File: config.mk
export PLATFORM = sky130hd
export DESIGN_NAME = pipelined_control_unit
export DESIGN_NICKNAME = d
export VERILOG_FILES = /design/src/rtl/pipelined_control_unit.sv
export SDC_FILE = /design/constraint.sdc
export NUM_CORES = 1
export LEC_CHECK = 0
export CORE_MARGIN = 2
export CORE_UTILIZATION = 48
export CTS_CLUSTER_SIZE = 10
export DETAILED_ROUTE_END_ITERATION = 16
export GPL_ROUTABILITY_DRIVEN = 0
export PLACE_DENSITY = 0.84
export SYNTH_ARGS = -nofsm -noshare
export SYNTH_HDL_FRONTEND = slang
export SYNTH_SLANG_ARGS = --single-unit
File: constraint.sdc
create_clock -name clk -period 2.76 [get_ports clk]
set_input_delay 0.552 -clock clk [delete_from_list [all_inputs] [get_ports clk]]
set_output_delay 0.552 -clock clk [all_outputs]
set_load 0.02 [all_outputs]
File: src/rtl/pipelined_control_unit.sv
// pipelined_control_unit: RV32I control for a 5-stage pipeline.
// Decodes the ID instruction into a control word, carries it through the
// ID/EX, EX/MEM and MEM/WB registers, resolves PC redirection in EX, and
// raises the load-use stall and the taken-branch/jump flush.
module pipelined_control_unit #(
  parameter int unsigned REG_ADDR_W = 5,
  parameter int unsigned ALUCTRL_W  = 4,
  parameter bit          HAZARD_EN  = 1'b1
) (
  input  logic                  clk,
  input  logic                  reset,
  input  logic [31:0]           instr_i,
  input  logic                  id_valid_i,
  input  logic                  branch_decision_i,
  output logic [2:0]            id_imm_src_o,
  output logic [ALUCTRL_W-1:0]  ex_alu_ctrl_o,
  output logic                  ex_alusrca_o,
  output logic                  ex_alusrcb_o,
  output logic                  ex_pcadd_srca_o,
  output logic                  ex_pcadd_srcb_o,
  output logic                  pc_src_o,
  output logic                  stall_o,
  output logic                  flush_o,
  output logic                  mem_write_o,
  output logic                  mem_read_o,
  output logic                  wb_reg_write_o,
  output logic [1:0]            wb_result_src_o,
  output logic [REG_ADDR_W-1:0] wb_rd_o,
  output logic                  ex_illegal_o
);

  typedef enum logic [6:0] {
    OP_R      = 7'b0110011,
    OP_I      = 7'b0010011,
    OP_LOAD   = 7'b0000011,
    OP_STORE  = 7'b0100011,
    OP_BRANCH = 7'b1100011,
    OP_JAL    = 7'b1101111,
    OP_JALR   = 7'b1100111,
    OP_LUI    = 7'b0110111,
    OP_AUIPC  = 7'b0010111
  } opcode_e;

  typedef enum logic [3:0] {
    ALU_ADD  = 4'd0,
    ALU_SUB  = 4'd1,
    ALU_AND  = 4'd2,
    ALU_OR   = 4'd3,
    ALU_XOR  = 4'd4,
    ALU_SLT  = 4'd5,
    ALU_SLTU = 4'd6,
    ALU_SLL  = 4'd7,
    ALU_SRL  = 4'd8,
    ALU_SRA  = 4'd9,
    ALU_PASS = 4'd10
  } alu_e;

  typedef enum logic [2:0] {
    IMM_I = 3'b000,
    IMM_S = 3'b001,
    IMM_B = 3'b010,
    IMM_J = 3'b011,
    IMM_U = 3'b100
  } imm_e;

  // Control word carried down the pipe; all-zero is the bubble.
  typedef struct packed {
    logic                  reg_write;
    logic [1:0]            result_src;
    logic                  mem_write;
    logic                  mem_read;
    logic                  branch;
    logic                  jump;
    logic [ALUCTRL_W-1:0]  alu_ctrl;
    logic                  alusrca;
    logic                  alusrcb;
    logic                  pcadd_srca;
    logic                  pcadd_srcb;
    logic [REG_ADDR_W-1:0] rd;
    logic                  illegal;
  } ctrl_t;

  localparam ctrl_t BUBBLE = '0;

  // Shared by R-type and I-type ALU ops; SUB exists only for R-type.
  function automatic logic [ALUCTRL_W-1:0] alu_code(input logic [2:0] f3,
                                                    input logic       f7b5,
                                                    input logic       is_r);
    alu_e op;
    op = ALU_ADD;
    case (f3)
      3'b000:  op = (is_r && f7b5) ? ALU_SUB : ALU_ADD;
      3'b001:  op = ALU_SLL;
      3'b010:  op = ALU_SLT;
      3'b011:  op = ALU_SLTU;
      3'b100:  op = ALU_XOR;
      3'b101:  op = f7b5 ? ALU_SRA : ALU_SRL;
      3'b110:  op = ALU_OR;
      default: op = ALU_AND;
    endcase
    return ALUCTRL_W'(op);
  endfunction

  logic [6:0]            opcode;
  logic [2:0]            funct3;
  logic                  funct7b5;
  logic [REG_ADDR_W-1:0] rs1;
  logic [REG_ADDR_W-1:0] rs2;
  logic [REG_ADDR_W-1:0] rd;

  assign opcode   = instr_i[6:0];
  assign funct3   = instr_i[14:12];
  assign funct7b5 = instr_i[30];
  assign rs1      = REG_ADDR_W'(instr_i[19:15]);
  assign rs2      = REG_ADDR_W'(instr_i[24:20]);
  assign rd       = REG_ADDR_W'(instr_i[11:7]);

  ctrl_t id_word;
  logic  uses_rs1;
  logic  uses_rs2;
  logic  known;
  logic [2:0] imm_src;

  // ID-stage decode of the instruction into a control word.
  always_comb begin
    // NOTE: every signal gets a default before the case so no latch is inferred.
    id_word  = BUBBLE;
    imm_src  = IMM_I;
    uses_rs1 = 1'b0;
    uses_rs2 = 1'b0;
    known    = 1'b1;
    case (opcode)
      OP_R: begin
        id_word.reg_write = 1'b1;
        id_word.alu_ctrl  = alu_code(funct3, funct7b5, 1'b1);
        id_word.rd        = rd;
        uses_rs1          = 1'b1;
        uses_rs2          = 1'b1;
      end
      OP_I: begin
        id_word.reg_write = 1'b1;
        id_word.alu_ctrl  = alu_code(funct3, funct7b5, 1'b0);
        id_word.alusrcb   = 1'b1;
        id_word.rd        = rd;
        uses_rs1          = 1'b1;
      end
      OP_LOAD: begin
        id_word.reg_write  = 1'b1;
        id_word.result_src = 2'b01;
        id_word.mem_read   = 1'b1;
        id_word.alusrcb    = 1'b1;
        id_word.rd         = rd;
        uses_rs1           = 1'b1;
      end
      OP_STORE: begin
        id_word.mem_write = 1'b1;
        id_word.alusrcb   = 1'b1;
        imm_src           = IMM_S;
        uses_rs1          = 1'b1;
        uses_rs2          = 1'b1;
      end
      OP_BRANCH: begin
        id_word.branch   = 1'b1;
        id_word.alu_ctrl = ALUCTRL_W'(ALU_SUB);
        imm_src          = IMM_B;
        uses_rs1         = 1'b1;
        uses_rs2         = 1'b1;
      end
      OP_JAL: begin
        id_word.reg_write  = 1'b1;
        id_word.result_src = 2'b10;
        id_word.jump       = 1'b1;
        id_word.alusrca    = 1'b1;
        id_word.alusrcb    = 1'b1;
        id_word.rd         = rd;
        imm_src            = IMM_J;
      end
      OP_JALR: begin
        id_word.reg_write  = 1'b1;
        id_word.result_src = 2'b10;
        id_word.jump       = 1'b1;
        id_word.alusrcb    = 1'b1;
        id_word.pcadd_srca = 1'b1;
        id_word.rd         = rd;
        uses_rs1           = 1'b1;
      end
      OP_LUI: begin
        id_word.reg_write = 1'b1;
        id_word.alu_ctrl  = ALUCTRL_W'(ALU_PASS);
        id_word.alusrcb   = 1'b1;
        id_word.rd        = rd;
        imm_src           = IMM_U;
      end
      OP_AUIPC: begin
        id_word.reg_write = 1'b1;
        id_word.alusrca   = 1'b1;
        id_word.alusrcb   = 1'b1;
        id_word.rd        = rd;
        imm_src           = IMM_U;
      end
      default: known = 1'b0;
    endcase
    if (!known || !id_valid_i) begin
      id_word         = BUBBLE;
      id_word.illegal = !known && id_valid_i;
    end
    // x0 is never written.
    if (id_word.rd == '0) id_word.reg_write = 1'b0;
  end

  ctrl_t idex_q, exmem_q, memwb_q;
  logic  stall_raw;

  assign pc_src_o = (idex_q.branch & branch_decision_i) | idex_q.jump;
  assign flush_o  = pc_src_o;

  assign stall_raw = HAZARD_EN && idex_q.mem_read && (idex_q.rd != '0) && id_valid_i &&
                     (((idex_q.rd == rs1) && uses_rs1) || ((idex_q.rd == rs2) && uses_rs2));
  // Flush wins: a squashed ID slot has nothing to wait for.
  assign stall_o   = stall_raw & ~pc_src_o;

  // Pipeline registers: ID/EX inserts a bubble on flush or stall, later stages always advance.
  always_ff @(posedge clk or posedge reset) begin
    // NOTE: non-blocking assignments so every stage samples the pre-edge value of the one before it.
    if (reset) begin
      idex_q  <= BUBBLE;
      exmem_q <= BUBBLE;
      memwb_q <= BUBBLE;
    end else begin
      idex_q  <= (flush_o || stall_o) ? BUBBLE : id_word;
      exmem_q <= idex_q;
      memwb_q <= exmem_q;
    end
  end

  assign id_imm_src_o    = imm_src;
  assign ex_alu_ctrl_o   = idex_q.alu_ctrl;
  assign ex_alusrca_o    = idex_q.alusrca;
  assign ex_alusrcb_o    = idex_q.alusrcb;
  assign ex_pcadd_srca_o = idex_q.pcadd_srca;
  assign ex_pcadd_srcb_o = idex_q.pcadd_srcb;
  assign ex_illegal_o    = idex_q.illegal;
  assign mem_write_o     = exmem_q.mem_write;
  assign mem_read_o      = exmem_q.mem_read;
  assign wb_reg_write_o  = memwb_q.reg_write;
  assign wb_result_src_o = memwb_q.result_src;
  assign wb_rd_o         = memwb_q.rd;

endmodule

# After elaboration in Yosys (flattened, before gate mapping)
# Cells that the tools add are included.
# W data, S select, Z words.
# word_totals
output_inout_bits	25
regBits	39
# op_classes
eq_ne	17
muxes	22
n_bitwise	4
reduce_logical	22
# op_table
cell	n
$pmux W4 S7	2
$mux W21	2
$eq A7 B6 Y1 const B	3
$eq A7 B7 Y1 const B	3
$pmux W4 S4	1
$eq A7 B5 Y1 const B	2
$mux W1	14
$reduce_or A7 Y1	2
$pmux W3 S4	1
$eq A5 B5 Y1	2
$eq A3 B3 Y1 const B	3
$reduce_or A9 Y1	1
$eq A7 B2 Y1 const B	1
$eq A3 B2 Y1 const B	2
$logic_and A1 B1 Y1	6
$reduce_or A2 Y1	3
$reduce_or A6 Y1	1
$logic_not A5 Y1	1
$mux W5	1
$reduce_bool A5 Y1	1
$pmux W2 S2	1
$eq A3 B1 Y1 const B	1
$logic_not A3 Y1	1
$logic_or A1 B1 Y1	3
other kinds (5)	7

# Logic depth before layout (Yosys ltp)
# Gate-level depths: netlist of the first run.
# depth
ltp_word	9
depth_mapped	5
depth_no_buf	4

# Least setup slack after synthesis of the first run
# OpenSTA, ideal clock, no wires.
# synth_timing
path_type	in2out
from	input port instr_i[2]
to	output port id_imm_src_o[0]
arrival_time_ns	1.739
required_time_ns	2.208
stages	3
path_slack_ns	0.469
n_path_buf	1
cell_sequence	buf_2 -> or3_2 -> a211oi_1
# synth_between
elab_chain_cells	3
word_cells_on_any_way	7
cone_classes	5 x eq/ne; 1 x mux; 1 x reduce/logical
# synth_lines
item	line_no	rtl
start: declaration	12	input logic [31:0] instr_i,
$eq A7 B5 Y1 or $eq A7 B6 Y1 (tied branches)	132	case (opcode)
$reduce_or A2 Y1 (no line)	n/a	
$pmux W3 S4 (*)	132	
end: declaration	15	output logic [2:0] id_imm_src_o,
# Every way passes the cells marked *; elsewhere a longest branch is shown, timed or not.

# Final worst setup path of the first run
# Ends and elaborated chain as after synthesis.

==> results of run 1 <==
-- layout make-up --
| class | instances | area [um2] |
|---|---|---|
| fillers | 275 | 1070 |
| flip-flops and latches | 38 | 951 |
| multi-input cells | 109 | 757 |
| repair buffers | 77 | 702 |
| clock buffers | 5 | 68.8 |
| well taps | 48 | 60.1 |
| inverters | 4 | 15.0 |
| clock inverters | 2 | 10.0 |
-- worst max-delay path by stage --
stage	cells past startpoint	slack, ns	to
after floorplan	3	0.47	id_imm_src_o[0]
after global placement	6	-0.30	stall_o
after detailed placement	6	-0.30	stall_o
after CTS	6	0.03	stall_o
after global routing	4	0.04	id_imm_src_o[0]
final	4	0.12	id_imm_src_o[0]
-- power groups by stage --
stage	logic, W	registers [W]	clock network [W]
after floorplan	0.0000714	0.000577	0
after global placement	0.000156	0.000574	0
after detailed placement	0.000160	0.000574	0
after CTS	0.000162	0.000564	0.000343
after global routing	0.000177	0.000564	0.000377
final	0.000163	0.000564	0.000343
-- per-layer routing --
metal	vias up	global-route usage [%]	wire (um)
li1	733	-	-
met1	754	27.1	1670
met2	62	34.6	2110
met3	8	4.79	238
met4	0	8.07	72
met5	-	0	0
-- logic make-up (layout without fill, tap and decap cells) --
group | Yosys count | after routing | share of synthesized area (%)
AO/OA/AOI/OAI | 22 | 22 | 8.12
XOR/XNOR | 12 | 12 | 5.83
buffers and inverters | 17 | 88 | 6.18
flip-flops | 38 | 38 | 52.8
multiplexers | 1 | 1 | 0.625
other | 1 | 1 | 0.208
AND/OR/NAND/NOR | 73 | 73 | 26.2
-- cells in the mapped netlist, types with 2 or more instances --
cell / number
nor4_1: 10
inv_1: 4
buf_4: 8
o21ai_0: 2
buf_6: 2
dfrtp_1: 38
a31oi_1: 3
xor2_1: 6
nor3_1: 11
or4_1: 2
xnor2_1: 6
and2_1: 2
nor2b_1: 2
a211oi_1: 2
nand2_1: 9
nand4_1: 3
nor2_1: 6
a21oi_1: 9
nand3_1: 10
or3_2: 2
-- flip-flops by register name, indices dropped and copies added (netlist names) --
register / cells
ex_alu_ctrl_o: 4
ex_alusrca_o: 1
ex_alusrcb_o: 1
ex_illegal_o: 1
ex_pcadd_srca_o: 1
exmem_q: 8
idex_q: 12
mem_read_o: 1
mem_write_o: 1
wb_rd_o: 5
wb_reg_write_o: 1
wb_result_src_o: 2
-- metrics by stage --
step	setup TNS [ns]	hold WS [ns]	instance area, um2	util (%)
4_1_cts	0	0.351	2570	70.7
6_report	0	0.348	2560	70.6
2_1_floorplan	0	0.331	1800	-
3_5_place_dp	-0.672	0.335	2480	68.1
5_1_grt	0	0.355	2560	70.6
3_3_place_gp	-0.665	0.331	2480	68.1
-- what timing repair did --
| item | CTS | global route |
|---|---|---|
| cloned | 0 | 0 |
| setup endpoints to repair | 4 | 1 |
| gates resized for setup | 8 | 1 |
| hold buffers | 0 | 0 |
| buffers inserted | 0 | 0 |
==> flow_summary.ini, run 1 <==
[run_status]
status = completed

[power_and_ir_drop]
peakVddDrop_mv = 0.248
clkPwrFrac_pct = 32.0
combPwrFrac_pct = 15.3
pwr-share-seq_pct = 52.7
total_power_w = 0.00107
cellLeakagePower_nw = 1.15
switching_share_pct = 23.9
internal_power_w = 0.000814
powerDensity_nw_per_um2 = 417
p_switching_w = 0.000255

[route]
drtIter0Drc = 120
ant_nets = 0
via_per_inst = 5.50
drt-pass1-iter-count = 4
wl_mm = 4.09
drc = 0
vias = 1557
wire_per_inst_um = 14.5

[final_layout]
nets = 271
drive_above_1_share_pct = 20.9
instances_no_fill = 283
n_antenna_cell = 0
area_delta_synth_final_pct = 42.3
layout_commonest_cell = clkdlybuf4s50_1
final_cell_mix = 49 x clkdlybuf4s50_1, 38 x dfrtp_1, 24 x buf_4

[logic_synthesis]
ys.flop_type = dfrtp_1
synth_seq_cells = 38
syn_area_per_cell_um2 = 11.0
yosys-top-cells-area = dfrtp_1 53%, nor4_1 3.5%, buf_4 3.3%
synthCells = 164
synth_top_cell_by_area = dfrtp_1
synth_nets = 200
synth_top_cell_area_share_pct = 52.8
yosys.cell_types.count = 47
ys_async_sr_fraction_pct = 100
synth.cell_area_um2 = 1800
synth_edf_count = 0
ys_seq_area_share_pct = 52.8
yosys_warnings = 0

[sta]
slew_headroom_pct = 60.3
fin_skew_ns = 0.00685
max_slew.worst_pin.slew_ns = 0.591
setup_viol = 0
worst_slack_ns = 0.122
period_share_pct = 95.6
fmax_mhz = 379
rsz0062_at_grt = false
final-hold-violation-count = 0
fin_crit_ns = 2.64
slew_viol_final = 0

[critical_path]
critPathBufInv = 2
setup.worst_path.start = instr_i[2]
cp_cell_sequence = clkdlybuf4s50_1 > or3_2 > a211oi_1 > dlygate4sd2_1
regToRegStartpoint = idex_q[5]$_DFF_PP0_
r2r_cells = 5
cp_max_fo = 5
r2r_slack_ns = 0.86
crit_path_end_kind = output pin
max_stage_delay_ns = 0.48
required_ns = 2.21
cp.arrival_ns = 2.09
crit_family = buffers and inverters
slowest_stage = or3_2
critical_path_class = primary input to output pin
r2r_end = ex_alusrcb_o$_DFF_PP0_
cp-start-kind = primary input

[run]
drv_cap = 0

[grt]
globalRoute.totalOverflow = 0
grt_pass1_wl_mm = 6.66
grt_max_degree = 39
antenna_found_initial = 0
grt_pass1_vias = 1402
track_usage_pct = 21.0

[clock_network]
h-tree-depth = 2
tritoncts = built
cts-root-buf = clkbuf_8
clkSinkCount = 38
clk_path_buf_depth = 2
numCtsBuffers = 5
clock_latency_ns = 0.28
cts.reportedPaths.clkPinSlew_ns = 0.06

[floorplanning]
core_um2 = 3630
num_rows = 22
dieWidth_um = 65.3
die_area_um2 = 4260
initial_core_util_pct = 49.6
io_pins = 61
fp.dieH_um = 65.3

[hold_path]
holdPathEnd = wb_rd_o[0]$_DFF_PP0_
hold_path.class = flip-flop to flip-flop
min_from = exmem_q[1]$_DFF_PP0_
min_path_cells = 0

[placement]
dp_cells = 276
dpl.hpwl_mm = 3.10
port_buffers = 53
dp_slack_ns = -0.304
No activity file was read; power rests on OpenSTA's default activity.
==> run 2: changes to the inputs <==
--- a/config.mk
+++ b/config.mk
@@ -5,12 +5,14 @@
 export SDC_FILE = /design/constraint.sdc
 export NUM_CORES = 1
 export LEC_CHECK = 0
+export CORE_ASPECT_RATIO = 1.4
 export CORE_MARGIN = 2
 export CORE_UTILIZATION = 48
 export CTS_CLUSTER_SIZE = 10
 export DETAILED_ROUTE_END_ITERATION = 16
 export GPL_ROUTABILITY_DRIVEN = 0
 export PLACE_DENSITY = 0.84
+export SETUP_SLACK_MARGIN = 0.3
 export SYNTH_ARGS = -nofsm -noshare
 export SYNTH_HDL_FRONTEND = slang
 export SYNTH_SLANG_ARGS = --single-unit
==> run 2 against run 1 <==
Compared with the run above: routed wire length up 15%; power up 5.2%; combinational power up 6%; via count up 2.2%; utilization up 5.9 points; critical endpoint is now stall_o; highest routed layer unchanged.
==> flow_summary.ini, run 2 (synthesis gave the netlist of run 1 again) <==
[floorplanning]
num_rows = 26
core_um2 = 3610
initial_core_util_pct = 49.9
die_area_um2 = 4270
io_pins = 61
fp.dieH_um = 76.5
dieWidth_um = 55.8

[grt]
track_usage_pct = 21.3
grt_pass1_vias = 1580
globalRoute.totalOverflow = 0
grt_max_degree = 39
antenna_found_initial = 0
grt_pass1_wl_mm = 7.00

[route]
vias = 1591
via_per_inst = 5.49
drtIter0Drc = 46
wl_mm = 4.72
wire_per_inst_um = 16.3
drt-pass1-iter-count = 5
ant_nets = 0
drc = 0

[sta]
fin_crit_ns = 2.43
fmax_mhz = 411
final-hold-violation-count = 0
max_slew.worst_pin.slew_ns = 0.560
setup_viol = 0
fin_skew_ns = 0.00216
slew_viol_final = 0
tns_ns = 0
slew_headroom_pct = 62.4
period_share_pct = 88.2
rsz0062_at_grt = true

[critical_path]
required_ns = 2.21
cp.arrival_ns = 1.88
cp_cell_sequence = clkdlybuf4s50_1 > nand2_1 > a211oi_1 > and4b_1 > o21a_1 > buf_6
crit_path_end_kind = output pin
max_stage_delay_ns = 0.51
critical_path_class = primary input to output pin
slowest_stage = clkdlybuf4s50_1
cp-start-kind = primary input
cp_max_fo = 2

[placement]
dpl.hpwl_mm = 3.16
port_buffers = 53

[run]
drv_cap = 0

[clock_network]
cts.reportedPaths.clkPinSlew_ns = 0.07
h-tree-depth = 2
clkSinkCount = 38
hold_buffers = 0
tritoncts = built
numCtsBuffers = 5
clock_latency_ns = 0.29
clk_path_buf_depth = 2
cts-root-buf = clkbuf_8

[final_layout]
drive_above_1_share_pct = 30.6
largest_reg_flops = 12
regMostFlops = idex_q
n_antenna_cell = 0
nets = 283
area_delta_synth_final_pct = 53.3
utilization_pct = 76.5
final_cell_mix = 36 x dfrtp_1, 36 x buf_4, 30 x clkdlybuf4s50_1

[power_and_ir_drop]
powerDensity_nw_per_um2 = 407
total_power_w = 0.00112
cellLeakagePower_nw = 1.34
peakVddDrop_mv = 0.418

[run_status]
status = completed

[hold_path]
hold_path.class = flip-flop to flip-flop
[run 2: power by group]
| group | leakage [nW] | switching, W | internal [W] |
|---|---|---|---|
| sequential | 0.524 | 0.00000282 | 0.000562 |
| clock | 0.0482 | 0.000187 | 0.000201 |
| combinational | 0.771 | 0.0000864 | 0.0000861 |
[run 2: timing repair]
item	CTS	global route
pin swaps	5	11
setup buffers	6	4
gates resized for setup	31	24
endpoints found under the setup margin	6	3
[run 2: stage by stage]
step	hold WS, ns	instances	area, um2	worst slack, ns
floorplan	0.331	164	1800	0.469
global placement	0.331	272	2480	-0.322
detailed placement	0.335	272	2480	-0.297
CTS	0.351	286	2640	0.249
global route	0.359	290	2760	0.276
finish	0.349	290	2760	0.326
[run 2: worst paths after layout]
kind | depth (start not counted) | endpoint | slack [ns] | startpoint
min in group asynchronous | 3 | ex_alu_ctrl_o[2]$_DFF_PP0_ | 0.68 | reset
worst min register to register | 0 | exmem_q[20]$_DFF_PP0_ | 0.35 | idex_q[20]$_DFF_PP0_
worst max-delay path | 6 | stall_o | 0.33 | id_valid_i
max in group asynchronous | 3 | idex_q[2]$_DFF_PP0_ | 1.73 | reset
worst max register to register | 10 | idex_q[1]$_DFF_PP0_ | 0.63 | idex_q[2]$_DFF_PP0_
worst min-delay path | 0 | exmem_q[20]$_DFF_PP0_ | 0.35 | idex_q[20]$_DFF_PP0_
[run 2: cell type report]
| type | count | area (um2) |
|---|---|---|
| Timing Repair Buffer | 89 | 803 |
| Fill cell | 218 | 850 |
| Tap cell | 42 | 52.6 |
| Inverter | 4 | 15.0 |
| Sequential cell | 38 | 953 |
| Multi-Input combinational cell | 109 | 846 |
| Clock buffer | 7 | 86.3 |
| Clock inverter | 1 | 5.00 |
[run 2: metal layers]
| metal | vias up | wire length, um | track usage (%) |
|---|---|---|---|
| met3 | 11 | 257 | 4.07 |
| met2 | 70 | 2570 | 38.3 |
| met1 | 761 | 1700 | 23.0 |
| li1 | 749 | - | - |
| met5 | - | 0 | 0 |
| met4 | 0 | 181 | 11.5 |
[run 2: worst max-delay path, delay by kind of cell]
kind,cells,cell delay [ns]
and+or+nand+nor,2,0.34
buffers and inverters,2,0.63
AOI/OAI and AO/OA,2,0.36
